**config.mk**
```make
export PLATFORM = sky130hd
export DESIGN_NAME = if_fetch_flat
export DESIGN_NICKNAME = d
export VERILOG_FILES = /design/src/rtl/riscy_pkg.sv /design/src/rtl/if_fetch_if.sv /design/src/rtl/if_fetch_fifo.sv /design/src/rtl/if_fetch.sv /design/src/flat_wrapper.sv
export SDC_FILE = /design/constraint.sdc
export NUM_CORES = 1
export LEC_CHECK = 0
export ABC_AREA = 1
export CAP_MARGIN = 20
export CORE_ASPECT_RATIO = 1.2
export CORE_MARGIN = 2
export CORE_UTILIZATION = 56
export CTS_BUF_LIST = sky130_fd_sc_hd__clkbuf_2
export CTS_CLUSTER_DIAMETER = 200
export CTS_CLUSTER_SIZE = 16
export DETAILED_ROUTE_END_ITERATION = 10
export GPL_TIMING_DRIVEN = 1
export HOLD_SLACK_MARGIN = 0.02
export MAX_ROUTING_LAYER = met4
export PLACE_DENSITY = 0.84
export SYNTH_ARGS = -nofsm -noshare
export SYNTH_HDL_FRONTEND = slang
export SYNTH_SLANG_ARGS = --single-unit
```
**constraint.sdc**
```tcl
create_clock -name clk -period 3.8 [get_ports clk]
set_input_delay 0.95 -clock clk [delete_from_list [all_inputs] [get_ports clk]]
set_output_delay 0.95 -clock clk [all_outputs]
set_load 0.1 [all_outputs]
```
**src/rtl/riscy_pkg.sv**
```systemverilog
// Shared types and constants for the riscy fetch/control slice.
package riscy_pkg;

  localparam int XLEN = 32;

  localparam logic [6:0] OP_RTYPE  = 7'b0110011;
  localparam logic [6:0] OP_LOAD   = 7'b0000011;
  localparam logic [6:0] OP_STORE  = 7'b0100011;
  localparam logic [6:0] OP_BRANCH = 7'b1100011;
  localparam logic [6:0] OP_JAL    = 7'b1101111;
  localparam logic [6:0] OP_ITYPE  = 7'b0010011;

  typedef enum logic [1:0] {IDLE, RUN, DRAIN} fetch_state_e;

  typedef struct packed {
    logic [XLEN-1:0] pc;
    logic [XLEN-1:0] instr;
  } fetch_entry_t;

  function automatic logic [XLEN-1:0] align_word(input logic [XLEN-1:0] a);
    return {a[XLEN-1:2], 2'b00};
  endfunction

  function automatic logic [31:0] sat_add32(input logic [31:0] a, input logic [31:0] b);
    logic [32:0] s;
    s = {1'b0, a} + {1'b0, b};
    return s[32] ? 32'hFFFF_FFFF : s[31:0];
  endfunction

endpackage

```
**src/rtl/if_fetch_if.sv**
```systemverilog
// Instruction-memory request/response channel between fetch (master) and memory (slave).
interface if_fetch_if;
  logic                        req_valid;
  logic                        req_ready;
  logic [riscy_pkg::XLEN-1:0]  req_addr;
  logic                        rsp_valid;
  logic [riscy_pkg::XLEN-1:0]  rsp_data;

  modport master (output req_valid, req_addr, input req_ready, rsp_valid, rsp_data);
  modport slave  (input req_valid, req_addr, output req_ready, rsp_valid, rsp_data);
endinterface

```
**src/rtl/if_fetch_fifo.sv**
```systemverilog
// Small synchronous FIFO of fetch entries with flush; used for the instruction buffer and issued-PC queue.
module fetch_fifo
  import riscy_pkg::*;
#(
  parameter int DEPTH = 2,
  localparam int CW = $clog2(DEPTH + 1),
  localparam int AW = (DEPTH > 1) ? $clog2(DEPTH) : 1
) (
  input  logic          clk,
  input  logic          rst,
  input  logic          push,
  input  logic          pop,
  input  logic          flush,
  input  fetch_entry_t  din,
  output fetch_entry_t  dout,
  output logic          full,
  output logic          empty,
  output logic [CW-1:0] count
);

  fetch_entry_t  mem_q [DEPTH];
  fetch_entry_t  mem_d [DEPTH];
  logic [AW-1:0] wr_q, wr_d, rd_q, rd_d;
  logic [CW-1:0] cnt_q, cnt_d;
  logic          do_push, do_pop;

  function automatic logic [AW-1:0] ptr_inc(input logic [AW-1:0] p);
    return (p == AW'(DEPTH - 1)) ? '0 : p + 1'b1;
  endfunction

  assign full    = (cnt_q == CW'(DEPTH));
  assign empty   = (cnt_q == '0);
  assign count   = cnt_q;
  assign dout    = mem_q[rd_q];
  assign do_pop  = pop & ~empty;
  assign do_push = push & (~full | do_pop);

  always_comb begin
    mem_d = mem_q;
    wr_d  = wr_q;
    rd_d  = rd_q;
    cnt_d = cnt_q;
    if (flush) begin
      wr_d  = '0;
      rd_d  = '0;
      cnt_d = '0;
    end else begin
      if (do_push) begin
        mem_d[wr_q] = din;
        wr_d        = ptr_inc(wr_q);
      end
      if (do_pop) rd_d = ptr_inc(rd_q);
      cnt_d = cnt_q + CW'(do_push) - CW'(do_pop);
    end
  end

  always_ff @(posedge clk) begin
    if (rst) begin
      for (int i = 0; i < DEPTH; i++) mem_q[i] <= '0;
      wr_q  <= '0;
      rd_q  <= '0;
      cnt_q <= '0;
    end else begin
      mem_q <= mem_d;
      wr_q  <= wr_d;
      rd_q  <= rd_d;
      cnt_q <= cnt_d;
    end
  end

endmodule

```
**src/rtl/if_fetch.sv**
```systemverilog
// Instruction fetch unit: credit-limited word fetches, PC-tagged instruction buffer, redirect/drain.
// Optional FETCH_PERF_EN adds saturating perf_fetched / perf_flushed counters.
//
// state | meaning
// IDLE  | one cycle after reset before fetching starts
// RUN   | issuing requests, buffering responses
// DRAIN | discarding responses still in flight from before a redirect
module if_fetch
  import riscy_pkg::*;
#(
  parameter int                   XLEN      = riscy_pkg::XLEN,
  parameter logic [XLEN-1:0]      RESET_PC  = '0,
  parameter int                   BUF_DEPTH = 2
) (
  input  logic            clk,
  input  logic            rst,
  if_fetch_if.master      imem,
  input  logic            PCSrc,
  input  logic [XLEN-1:0] PCTarget,
  input  logic            dec_ready,
  output logic            instr_valid,
  output logic [XLEN-1:0] instr,
  output logic [XLEN-1:0] pc,
  output logic [XLEN-1:0] pc_plus4,
  output logic [6:0]      op,
  output logic [2:0]      funct3,
  output logic            funct7
`ifdef FETCH_PERF_EN
  ,
  output logic [31:0]     perf_fetched,
  output logic [31:0]     perf_flushed
`endif
);

  localparam int CW = $clog2(BUF_DEPTH + 1);
  localparam int SW = CW + 2;

  fetch_state_e    state_q, state_d;
  logic [XLEN-1:0] fetch_pc_q, fetch_pc_d;
  logic [CW-1:0]   drop_cnt_q, drop_cnt_d;

  fetch_entry_t    buf_din, buf_head, pcq_din, pcq_head;
  logic            buf_push, buf_pop, buf_full, buf_empty;
  logic            pcq_push, pcq_pop, pcq_full, pcq_empty;
  logic [CW-1:0]   buf_cnt, pcq_cnt;
  logic [SW-1:0]   outstanding, credit_used, redirect_drop;
  logic            req_valid, req_hs, head_valid;

  // In RUN the PC queue holds every in-flight request; in DRAIN it is empty and drop_cnt holds them.
  assign outstanding   = SW'(pcq_cnt) + SW'(drop_cnt_q);
  assign credit_used   = outstanding + SW'(buf_cnt);
  assign redirect_drop = outstanding + SW'(req_hs) - SW'(imem.rsp_valid);

  assign req_valid = ~rst && (state_q == RUN) && ~buf_full && ~pcq_full
                     && (credit_used < SW'(BUF_DEPTH));
  assign req_hs    = req_valid & imem.req_ready;

  assign imem.req_valid = req_valid;
  assign imem.req_addr  = fetch_pc_q;

  assign pcq_din = '{pc: fetch_pc_q, instr: '0};
  assign buf_din = '{pc: pcq_head.pc, instr: imem.rsp_data};

  always_comb begin
    state_d    = state_q;
    fetch_pc_d = fetch_pc_q;
    drop_cnt_d = drop_cnt_q;
    buf_push   = 1'b0;
    buf_pop    = 1'b0;
    pcq_push   = 1'b0;
    pcq_pop    = 1'b0;

    if (req_hs) fetch_pc_d = fetch_pc_q + XLEN'(4);

    case (state_q)
      IDLE: state_d = RUN;
      RUN: begin
        pcq_push = req_hs;
        buf_pop  = head_valid & dec_ready;
        if (imem.rsp_valid) begin
          buf_push = 1'b1;
          pcq_pop  = 1'b1;
        end
      end
      DRAIN: begin
        if (drop_cnt_q == '0) begin
          state_d = RUN;
        end else if (imem.rsp_valid) begin
          drop_cnt_d = drop_cnt_q - 1'b1;
          if (drop_cnt_q == CW'(1)) state_d = RUN;
        end
      end
      default: state_d = IDLE;
    endcase

    // Redirect overrides everything; the FIFOs see flush and ignore push/pop.
    if (PCSrc) begin
      buf_push   = 1'b0;
      buf_pop    = 1'b0;
      pcq_push   = 1'b0;
      pcq_pop    = 1'b0;
      fetch_pc_d = align_word(PCTarget);
      drop_cnt_d = CW'(redirect_drop);
      state_d    = (redirect_drop != '0) ? DRAIN : RUN;
    end
  end

  always_ff @(posedge clk) begin
    if (rst) begin
      state_q    <= IDLE;
      fetch_pc_q <= RESET_PC;
      drop_cnt_q <= '0;
    end else begin
      state_q    <= state_d;
      fetch_pc_q <= fetch_pc_d;
      drop_cnt_q <= drop_cnt_d;
    end
  end

  fetch_fifo #(.DEPTH(BUF_DEPTH)) u_ibuf (
    .clk   (clk),
    .rst   (rst),
    .push  (buf_push),
    .pop   (buf_pop),
    .flush (PCSrc),
    .din   (buf_din),
    .dout  (buf_head),
    .full  (buf_full),
    .empty (buf_empty),
    .count (buf_cnt)
  );

  fetch_fifo #(.DEPTH(BUF_DEPTH)) u_pcq (
    .clk   (clk),
    .rst   (rst),
    .push  (pcq_push),
    .pop   (pcq_pop),
    .flush (PCSrc),
    .din   (pcq_din),
    .dout  (pcq_head),
    .full  (pcq_full),
    .empty (pcq_empty),
    .count (pcq_cnt)
  );

  assign head_valid  = ~rst & ~buf_empty;
  assign instr_valid = head_valid;
  assign instr       = head_valid ? buf_head.instr : '0;
  assign pc          = head_valid ? buf_head.pc : '0;
  assign pc_plus4    = pc + XLEN'(4);
  assign op          = instr[6:0];
  assign funct3      = instr[14:12];
  assign funct7      = instr[30];

`ifdef FETCH_PERF_EN
  logic [31:0] perf_fetched_q, perf_fetched_d, perf_flushed_q, perf_flushed_d;

  always_comb begin
    perf_fetched_d = perf_fetched_q;
    perf_flushed_d = perf_flushed_q;
    if (PCSrc)
      perf_flushed_d = sat_add32(perf_flushed_q, 32'(buf_cnt) + 32'(pcq_cnt) + 32'(req_hs));
    else if (buf_push)
      perf_fetched_d = sat_add32(perf_fetched_q, 32'd1);
  end

  always_ff @(posedge clk) begin
    if (rst) begin
      perf_fetched_q <= '0;
      perf_flushed_q <= '0;
    end else begin
      perf_fetched_q <= perf_fetched_d;
      perf_flushed_q <= perf_flushed_d;
    end
  end

  assign perf_fetched = perf_fetched_q;
  assign perf_flushed = perf_flushed_q;
`endif

endmodule

```
**src/flat_wrapper.sv**
```systemverilog
// flat-port wrapper written by rule: the top's interface ports become plain ports
module if_fetch_flat import riscy_pkg::*;
#(
  parameter int                   XLEN      = riscy_pkg::XLEN,
  parameter logic [XLEN-1:0]      RESET_PC  = '0,
  parameter int                   BUF_DEPTH = 2
)
  (clk, rst, PCSrc, PCTarget, dec_ready, instr_valid, instr, pc, pc_plus4, op, funct3, funct7, imem_req_valid, imem_req_addr, imem_req_ready, imem_rsp_valid, imem_rsp_data);
  if_fetch_if imem_i ();
  input  logic clk;
  input  logic rst;
  input  logic PCSrc;
  input  logic [XLEN-1:0] PCTarget;
  input  logic dec_ready;
  output logic instr_valid;
  output logic [XLEN-1:0] instr;
  output logic [XLEN-1:0] pc;
  output logic [XLEN-1:0] pc_plus4;
  output logic [6:0] op;
  output logic [2:0] funct3;
  output logic funct7;
  output wire logic [$bits(imem_i.req_valid)-1:0] imem_req_valid;
  output wire logic [$bits(imem_i.req_addr)-1:0] imem_req_addr;
  input wire logic [$bits(imem_i.req_ready)-1:0] imem_req_ready;
  input wire logic [$bits(imem_i.rsp_valid)-1:0] imem_rsp_valid;
  input wire logic [$bits(imem_i.rsp_data)-1:0] imem_rsp_data;
  assign imem_req_valid = imem_i.req_valid;
  assign imem_req_addr = imem_i.req_addr;
  assign imem_i.req_ready = imem_req_ready;
  assign imem_i.rsp_valid = imem_rsp_valid;
  assign imem_i.rsp_data = imem_rsp_data;
  if_fetch #(.XLEN(XLEN), .RESET_PC(RESET_PC), .BUF_DEPTH(BUF_DEPTH)) u_core (.clk(clk), .rst(rst), .imem(imem_i), .PCSrc(PCSrc), .PCTarget(PCTarget), .dec_ready(dec_ready), .instr_valid(instr_valid), .instr(instr), .pc(pc), .pc_plus4(pc_plus4), .op(op), .funct3(funct3), .funct7(funct7));
endmodule
```
==> flow_summary.json, run 1 <==
{
  "vias": 13640,
  "drc_errors": 0,
  "fin_nets": 2310,
  "first_global_vias": 12190,
  "yosysWarnings": 0,
  "antenna_left": 0,
  "grt.total_usage": 0.3102,
  "clkLatencyLatePin_ns": 0.81,
  "grt_overflow": 0,
  "startpoint_type": "flop",
  "slew_headroom": 0.3222,
  "timing.critical_path.mode_cell": "nand2_1",
  "cts_buffer_depth": 3,
  "end_kind": "output port",
  "synth_ff_type": "dfxtp_1",
  "endpoint": "pc_plus4[19]",
  "intPower_mw": 2.865,
  "critPathMaxFanout": 6,
  "die-area_um2": 23500,
  "seq_area_um2": 4541,
  "syn_inst": 2027,
  "grt_start_max_net_pins": 98,
  "cts_sinks": 226,
  "power_per_cell_area_nw_per_um2": 235.7,
  "r2r_slack_ns": 0.46,
  "p_sw_frac": 0.3035,
  "dr.pass1.iters": 6,
  "antenna_found_initial": 1,
  "drv_cap": 0,
  "syn-cell-area_um2": 12480,
  "finalCriticalPeriod_ns": 3.841,
  "path_class": "flop to output port",
  "grt_pass1_wl_um": 59140,
  "die_w_um": 140.3,
  "fin_ws_ns": -0.04054,
  "synth_edf_count": 0,
  "synth_cell_types": 35,
  "hpwl_um": 25960,
  "synth-seq-area-share": 0.3626,
  "synth-async-reset-ratio": 0,
  "worstReg2RegEnd": "u_core.state_q[0]$_SDFFE_PP0P_",
  "tightest_slew_ns": 1.016,
  "cts_tree": "built",
  "path_cells": "buf_6, buf_4, inv_2, nand2_2, nand2_4, nand2_1, nor2_4, nand2_1, nor2_1, nand3_1, nand2_1, nand2_4, buf_12",
  "rsz0062_at_grt": "true",
  "crit_slowest_cell": "dfxtp_4",
  "wl_per_cell_um": 16.04,
  "place_congestion": 0.9949,
  "viasPerCell": 5.456,
  "synth.avg_cell_area_um2": 6.155,
  "p_switching_mw": 1.249,
  "setup_violations": 4,
  "violations": "negative setup slack",
  "layout-drive-gt1-share": 0.1969,
  "r2r_cells": 16,
  "status": "complete, but fails checks",
  "core_area_um2": 21780,
  "clkPwrFrac": 0.231,
  "finalMaxSlewViolations": 0,
  "multi_input_area_um2": 7597,
  "fin_tns_setup_ns": -0.06560,
  "yosys_register_bits": 226,
  "post-route-util": 0.8013,
  "hp-class": "flop to flop",
  "critPathTopFamily": "simple AND/OR/NAND/NOR gates",
  "hold_buffers": 0,
  "final_hold_viol_count": 0,
  "fp.dieH_um": 167.5,
  "cts_buffers": 18,
  "cpPeakStageDelay_ns": 0.43,
  "power_mw": 4.114,
  "p_comb_frac": 0.163,
  "wl_um": 40090,
  "pin_count": 211,
  "ir_drop_mv": 0.2448,
  "period_share": 1.011,
  "crit_buf_inv": 4,
  "clk_pin_slew_worst_paths_ns": 0.32,
  "port_buffers": 202,
  "synthToLayoutAreaGrowth_pct": 39.86,
  "cts-htree-levels": 1,
  "path_depth": 13,
  "nFillCells": 1458,
  "timing.critical_path.from": "u_core.u_ibuf.rd_q$_SDFFE_PP0P_",
  "sequentialPowerShare": 0.606,
  "finClkSkew_ns": 0.1778,
  "initial_utilization": 0.5729,
  "power.leakage_nw": 6.787,
  "cts_root_buf": "clkbuf_2",
  "fmax_mhz": 260.4,
  "rows": 59,
  "drt_iter0_drc": 1194,
  "crit_required_ns": 2.85,
  "arrival_ns": 2.89,
  "reg2reg_from": "u_core.drop_cnt_q[0]$_SDFFE_PP0P_"
}
==> tightest hold or removal path, cell delays in order, from the launching register on <==
cell and delay (ns):
dfxtp_1 0.37, inv_1 0.05, a21oi_1 0.05
==> placed cells by master, fill, tap and decap left out, drive strengths merged <==
| master | Yosys | layout |
|---|---|---|
| nand4 | 11 | 11 |
| fa | 3 | 3 |
| nand3b | 3 | 3 |
| clkinv | 3 | 3 |
| clkinvlp | 0 | 14 |
| a21oi | 168 | 168 |
| or2 | 2 | 2 |
| dfxtp | 226 | 226 |
| ha | 14 | 14 |
| nor2 | 290 | 290 |
| nand2 | 712 | 712 |
| o21ai | 158 | 158 |
| bufinv | 0 | 1 |
| a211oi | 1 | 1 |
| diode | 0 | 1 |
| buf | 85 | 206 |
| conb | 1 | 6 |
| clkbuf | 36 | 20 |
| nand3 | 77 | 77 |
| xor2 | 21 | 21 |
| nor3 | 1 | 1 |
| inv | 210 | 197 |
| clkdlybuf4s50 | 0 | 85 |
| xnor2 | 5 | 5 |
==> how the worst min path moves through the flow <==
stage | from | endpoint | cells past startpoint
finish | u_core.u_ibuf.mem_q[75]$_SDFFE_PP0P_ | u_core.u_ibuf.mem_q[75]$_SDFFE_PP0P_ | 2
global route | u_core.u_ibuf.mem_q[75]$_SDFFE_PP0P_ | u_core.u_ibuf.mem_q[75]$_SDFFE_PP0P_ | 2
CTS | u_core.u_ibuf.mem_q[125]$_SDFFE_PP0P_ | u_core.u_ibuf.mem_q[125]$_SDFFE_PP0P_ | 2
detailed placement | u_core.u_ibuf.mem_q[75]$_SDFFE_PP0P_ | u_core.u_ibuf.mem_q[75]$_SDFFE_PP0P_ | 2
global placement | u_core.u_ibuf.mem_q[115]$_SDFFE_PP0P_ | u_core.u_ibuf.mem_q[115]$_SDFFE_PP0P_ | 2
floorplan | u_core.u_ibuf.mem_q[98]$_SDFFE_PP0P_ | u_core.u_ibuf.mem_q[98]$_SDFFE_PP0P_ | 2
==> synth_stat cells (3+ instances only) <==
master,n,area share
nand2_1,711,0.21
nor2_1,275,0.083
dfxtp_1,226,0.36
inv_1,206,0.062
a21oi_1,166,0.067
o21ai_0,145,0.058
nand3_1,75,0.030
buf_2,38,0.015
clkbuf_1,36,0.011
buf_4,29,0.017
xor2_1,21,0.015
ha_1,14,0.014
nor2_2,13,0.0065
o21ai_1,12,0.0048
buf_6,10,0.0090
nand4_1,10,0.0050
buf_1,8,0.0024
xnor2_1,5,0.0035
fa_1,3,0.0048
inv_2,3,0.00090
==> final cells by class <==
class,instances,area share
repair buffers,292,0.2255
clock buffers,19,0.005449
inverters,213,0.05105
diodes,1,0.0001434
well taps,274,0.01965
multi-input cells,1472,0.4354
clock inverters,2,0.002653
flip-flops and latches,226,0.2602
==> power by group through the flow <==
stage	combinational [mW]	sequential (mW)	clock, mW
2_1_floorplan	0.322	2.64	0
3_3_place_gp	0.615	2.53	0
3_5_place_dp	0.629	2.53	0
4_1_cts	0.644	2.49	0.958
5_1_grt	0.723	2.50	1.06
6_report	0.669	2.49	0.951
==> sequential cells by signal (all words and copies together) (netlist names) <==
signal and cells:
u_core.u_pcq.mem_q 60, u_core.u_pcq.rd_q 1, u_core.u_ibuf.wr_q 1, u_core.u_pcq.count 2
u_core.imem.req_addr 30, u_core.u_pcq.wr_q 1, u_core.drop_cnt_q 2, u_core.u_ibuf.mem_q 124
u_core.u_ibuf.rd_q 1, u_core.state_q 2, u_core.u_ibuf.count 2
==> cell families after synthesis <==
logic type	synth area share
flip-flops	0.3626
AND/OR/NAND/NOR	0.3478
other	0.0003006
adder cells (fa/ha/maj)	0.01885
buffers and inverters	0.1193
XOR/XNOR	0.01825
AO/OA/AOI/OAI	0.1329
==> metal layers <==
metal	share of wire	GRT usage	up-vias
li1	-	-	6626
met3	0.064	0.02459	148
met5	0	-	-
met2	0.50	0.5345	645
met4	0.044	0.1225	0
met1	0.39	0.3776	6216
==> what timing repair did <==
item                                    4_1_cts  5_1_grt
endpoints found under the setup margin       27       52
cloned                                        2        1
setup buffers                                21       24
gates resized for setup                      70      130
pin swaps                                    15       51
==> stage by stage <==
| step | hold WS (ns) | area [um^2] | std cells | setup slack [ns] |
|---|---|---|---|---|
| floorplan | 0.4236 | 13160 | 2032 | -0.5115 |
| global placement | 0.4320 | 16200 | 2429 | 0.1062 |
| detailed placement | 0.4387 | 16200 | 2429 | 0.07021 |
| CTS | 0.4667 | 16800 | 2473 | -0.02368 |
| global route | 0.4834 | 17450 | 2499 | -0.1531 |
| finish | 0.4670 | 17450 | 2499 | -0.04054 |
No activity file was read; power rests on OpenSTA's default activity.
==> run 2, diff against run 1 <==
Settings changed: CAP_MARGIN 20 to default, CORE_UTILIZATION 56 to 67, DONT_BUFFER_PORTS from default to 1, PLACE_DENSITY 0.84 to 0.83.
==> run 2 against run 1 <==
The run still ends with negative setup slack left. Routed wire length is 0.29% higher. Sequential cell count did not move. Worst setup slack worse by 0.099 ns. Core utilization increased by 5.0 points.
==> flow_summary.json, run 2 (same netlist as run 1, synthesis figures left out) <==
{
  "status": "complete, but fails checks",
  "violations": "negative setup slack",
  "fin_ws_ns": -0.1394,
  "crit_required_ns": 2.85,
  "clk_pin_slew_worst_paths_ns": 0.32,
  "critPathMaxFanout": 3,
  "largest_reg_flops": 124,
  "fmax_mhz": 253.8,
  "die-area_um2": 19740,
  "reg2reg_from": "u_core.drop_cnt_q[0]$_SDFFE_PP0P_",
  "tightest_slew_ns": 1.173,
  "dr.pass1.iters": 6,
  "final_hold_viol_count": 0,
  "cts-htree-levels": 1,
  "r2r_slack_ns": 0.22,
  "hold_buffers": 0,
  "placed_area_um2": 14440,
  "finalMaxSlewViolations": 0,
  "drt_iter0_drc": 1390,
  "cts_root_buf": "clkbuf_2",
  "wl_per_cell_um": 17.28,
  "cts_sinks": 226,
  "hpwl_um": 25220,
  "regMostFlops": "u_core.u_ibuf.mem_q",
  "setup_violations": 14,
  "whs_path_depth": 1,
  "dp_slack_ns": 0.1758,
  "drc_errors": 0,
  "intPower_mw": 2.736,
  "antenna_found_initial": 1,
  "met1Wirelength_um": 14300,
  "highest_layer": "met4",
  "grt_overflow": 0,
  "end_kind": "output port",
  "fp.dieH_um": 153.5,
  "clkPwrFrac": 0.228,
  "rsz0062_at_grt": "true",
  "port_buffers": 0,
  "cts_buffer_depth": 3,
  "final_cell_mix": "nand2_1, nor2_1, dfxtp_1",
  "hp-class": "input pin to flop",
  "fin_nets": 2187,
  "finalCriticalPeriod_ns": 3.939,
  "cts_buffers": 18,
  "core_area_um2": 18240,
  "power.leakage_nw": 6.076,
  "path_class": "flop to output port",
  "viasPerCell": 5.863,
  "slew_headroom": 0.2167,
  "cts_tree": "built",
  "die_w_um": 128.6,
  "worstReg2RegEnd": "u_core.state_q[1]$_SDFFE_PP0P_",
  "antenna_left": 0,
  "mostFrequentLayoutCell": "nand2_1",
  "place_congestion": 1.053,
  "p_switching_mw": 1.237,
  "min_from": "rst",
  "period_share": 1.037,
  "r2r_cells": 16,
  "p_comb_frac": 0.145,
  "power_per_cell_area_nw_per_um2": 255.8,
  "grt_start_max_net_pins": 103,
  "rows": 54,
  "grt_pass1_wl_um": 59470,
  "startpoint_type": "flop",
  "drv_cap": 0,
  "vias": 13640,
  "pin_count": 211,
  "clkLatencyLatePin_ns": 0.79,
  "grt.total_usage": 0.3763,
  "initial_utilization": 0.6840,
  "hold_end": "u_core.imem.req_addr[18]$_SDFFE_PP0P_",
  "finClkSkew_ns": 0.07304,
  "fin_area_um2": 15530,
  "met2WireLength_um": 20120,
  "wl_met3_um": 3430,
  "ir_drop_mv": 0.3426,
  "synthToLayoutAreaGrowth_pct": 24.51,
  "first_global_vias": 12370,
  "wl_um": 40200,
  "layout-drive-gt1-share": 0.1828,
  "arrival_ns": 2.99,
  "p_sw_frac": 0.3114,
  "sequentialPowerShare": 0.627
}
-- run 2: cell types whose count changed in the layout (fill, tap and decap cells not counted), sizes merged --
cell	previous run	this run
clkdlybuf4s50	85	0
clkbuf	20	21
bufinv	1	0
buf	206	168
-- run 2: layer usage --
metal,vias up,global-route usage
li1,6385,-
met2,842,0.6439
met5,-,-
met4,0,0.1615
met1,6199,0.4369
met3,211,0.05811
-- run 2: power by group through the flow --
stage	Sequential, mW	Clock [mW]	Combinational, mW
2_1_floorplan	2.64	0	0.322
3_3_place_gp	2.53	0	0.512
3_5_place_dp	2.53	0	0.529
4_1_cts	2.49	0.892	0.547
5_1_grt	2.50	0.975	0.619
6_report	2.49	0.907	0.576
-- run 2: metrics by stage --
stage,cells,util,hold WS [ns],power [mW],setup TNS (ns)
global route,2326,0.8516,0.1420,4.092,-2.132
floorplan,2032,-,0.4236,2.966,-4.731
finish,2326,0.8516,0.2036,3.973,-0.5606
global placement,2271,0.7916,0.4314,3.038,0
CTS,2311,0.8248,0.1709,3.926,-0.05249
detailed placement,2271,0.7916,0.4350,3.058,0
-- run 2: worst max-delay path by stage --
stage / start / endpoint / slack (ns) / cells past startpoint
floorplan: rst / pc_plus4[16] / -0.51 / 10
global placement: rst / pc_plus4[16] / 0.22 / 11
detailed placement: rst / pc_plus4[16] / 0.18 / 11
CTS: u_core.u_pcq.count[0]$_SDFF_PP0_ / imem_req_valid / -0.05 / 9
global route: u_core.drop_cnt_q[0]$_SDFFE_PP0P_ / imem_req_valid / -0.20 / 9
finish: u_core.drop_cnt_q[0]$_SDFFE_PP0P_ / imem_req_valid / -0.14 / 9
-- run 2: critical path, cell delays in order (launching register included) --
cell and delay [ns]:
dfxtp_2 0.41, ha_4 0.15, inv_2 0.05, fa_2 0.47
fa_2 0.55, nand3_2 0.10, nor2_4 0.16, nand2_1 0.07
inv_2 0.07, buf_12 0.17
-- run 2: layout make-up --
| type | instances | area, um^2 |
|---|---|---|
| flip-flops and latches | 226 | 4534 |
| repair buffers | 169 | 2162 |
| diodes | 1 | 2.502 |
| fillers | 1056 | 2708 |
| inverters | 213 | 895.9 |
| well taps | 224 | 280.3 |
| multi-input cells | 1472 | 7543 |
| clock inverters | 1 | 16.27 |
| clock buffers | 20 | 100.1 |
-- run 2: what timing repair did --
| action | 4_1_cts | 5_1_grt |
|---|---|---|
| gates cloned | 2 | 1 |
| pin swaps | 21 | 65 |
| buffers inserted | 17 | 13 |
| setup endpoints to repair | 54 | 26 |
| gates resized for setup | 74 | 114 |
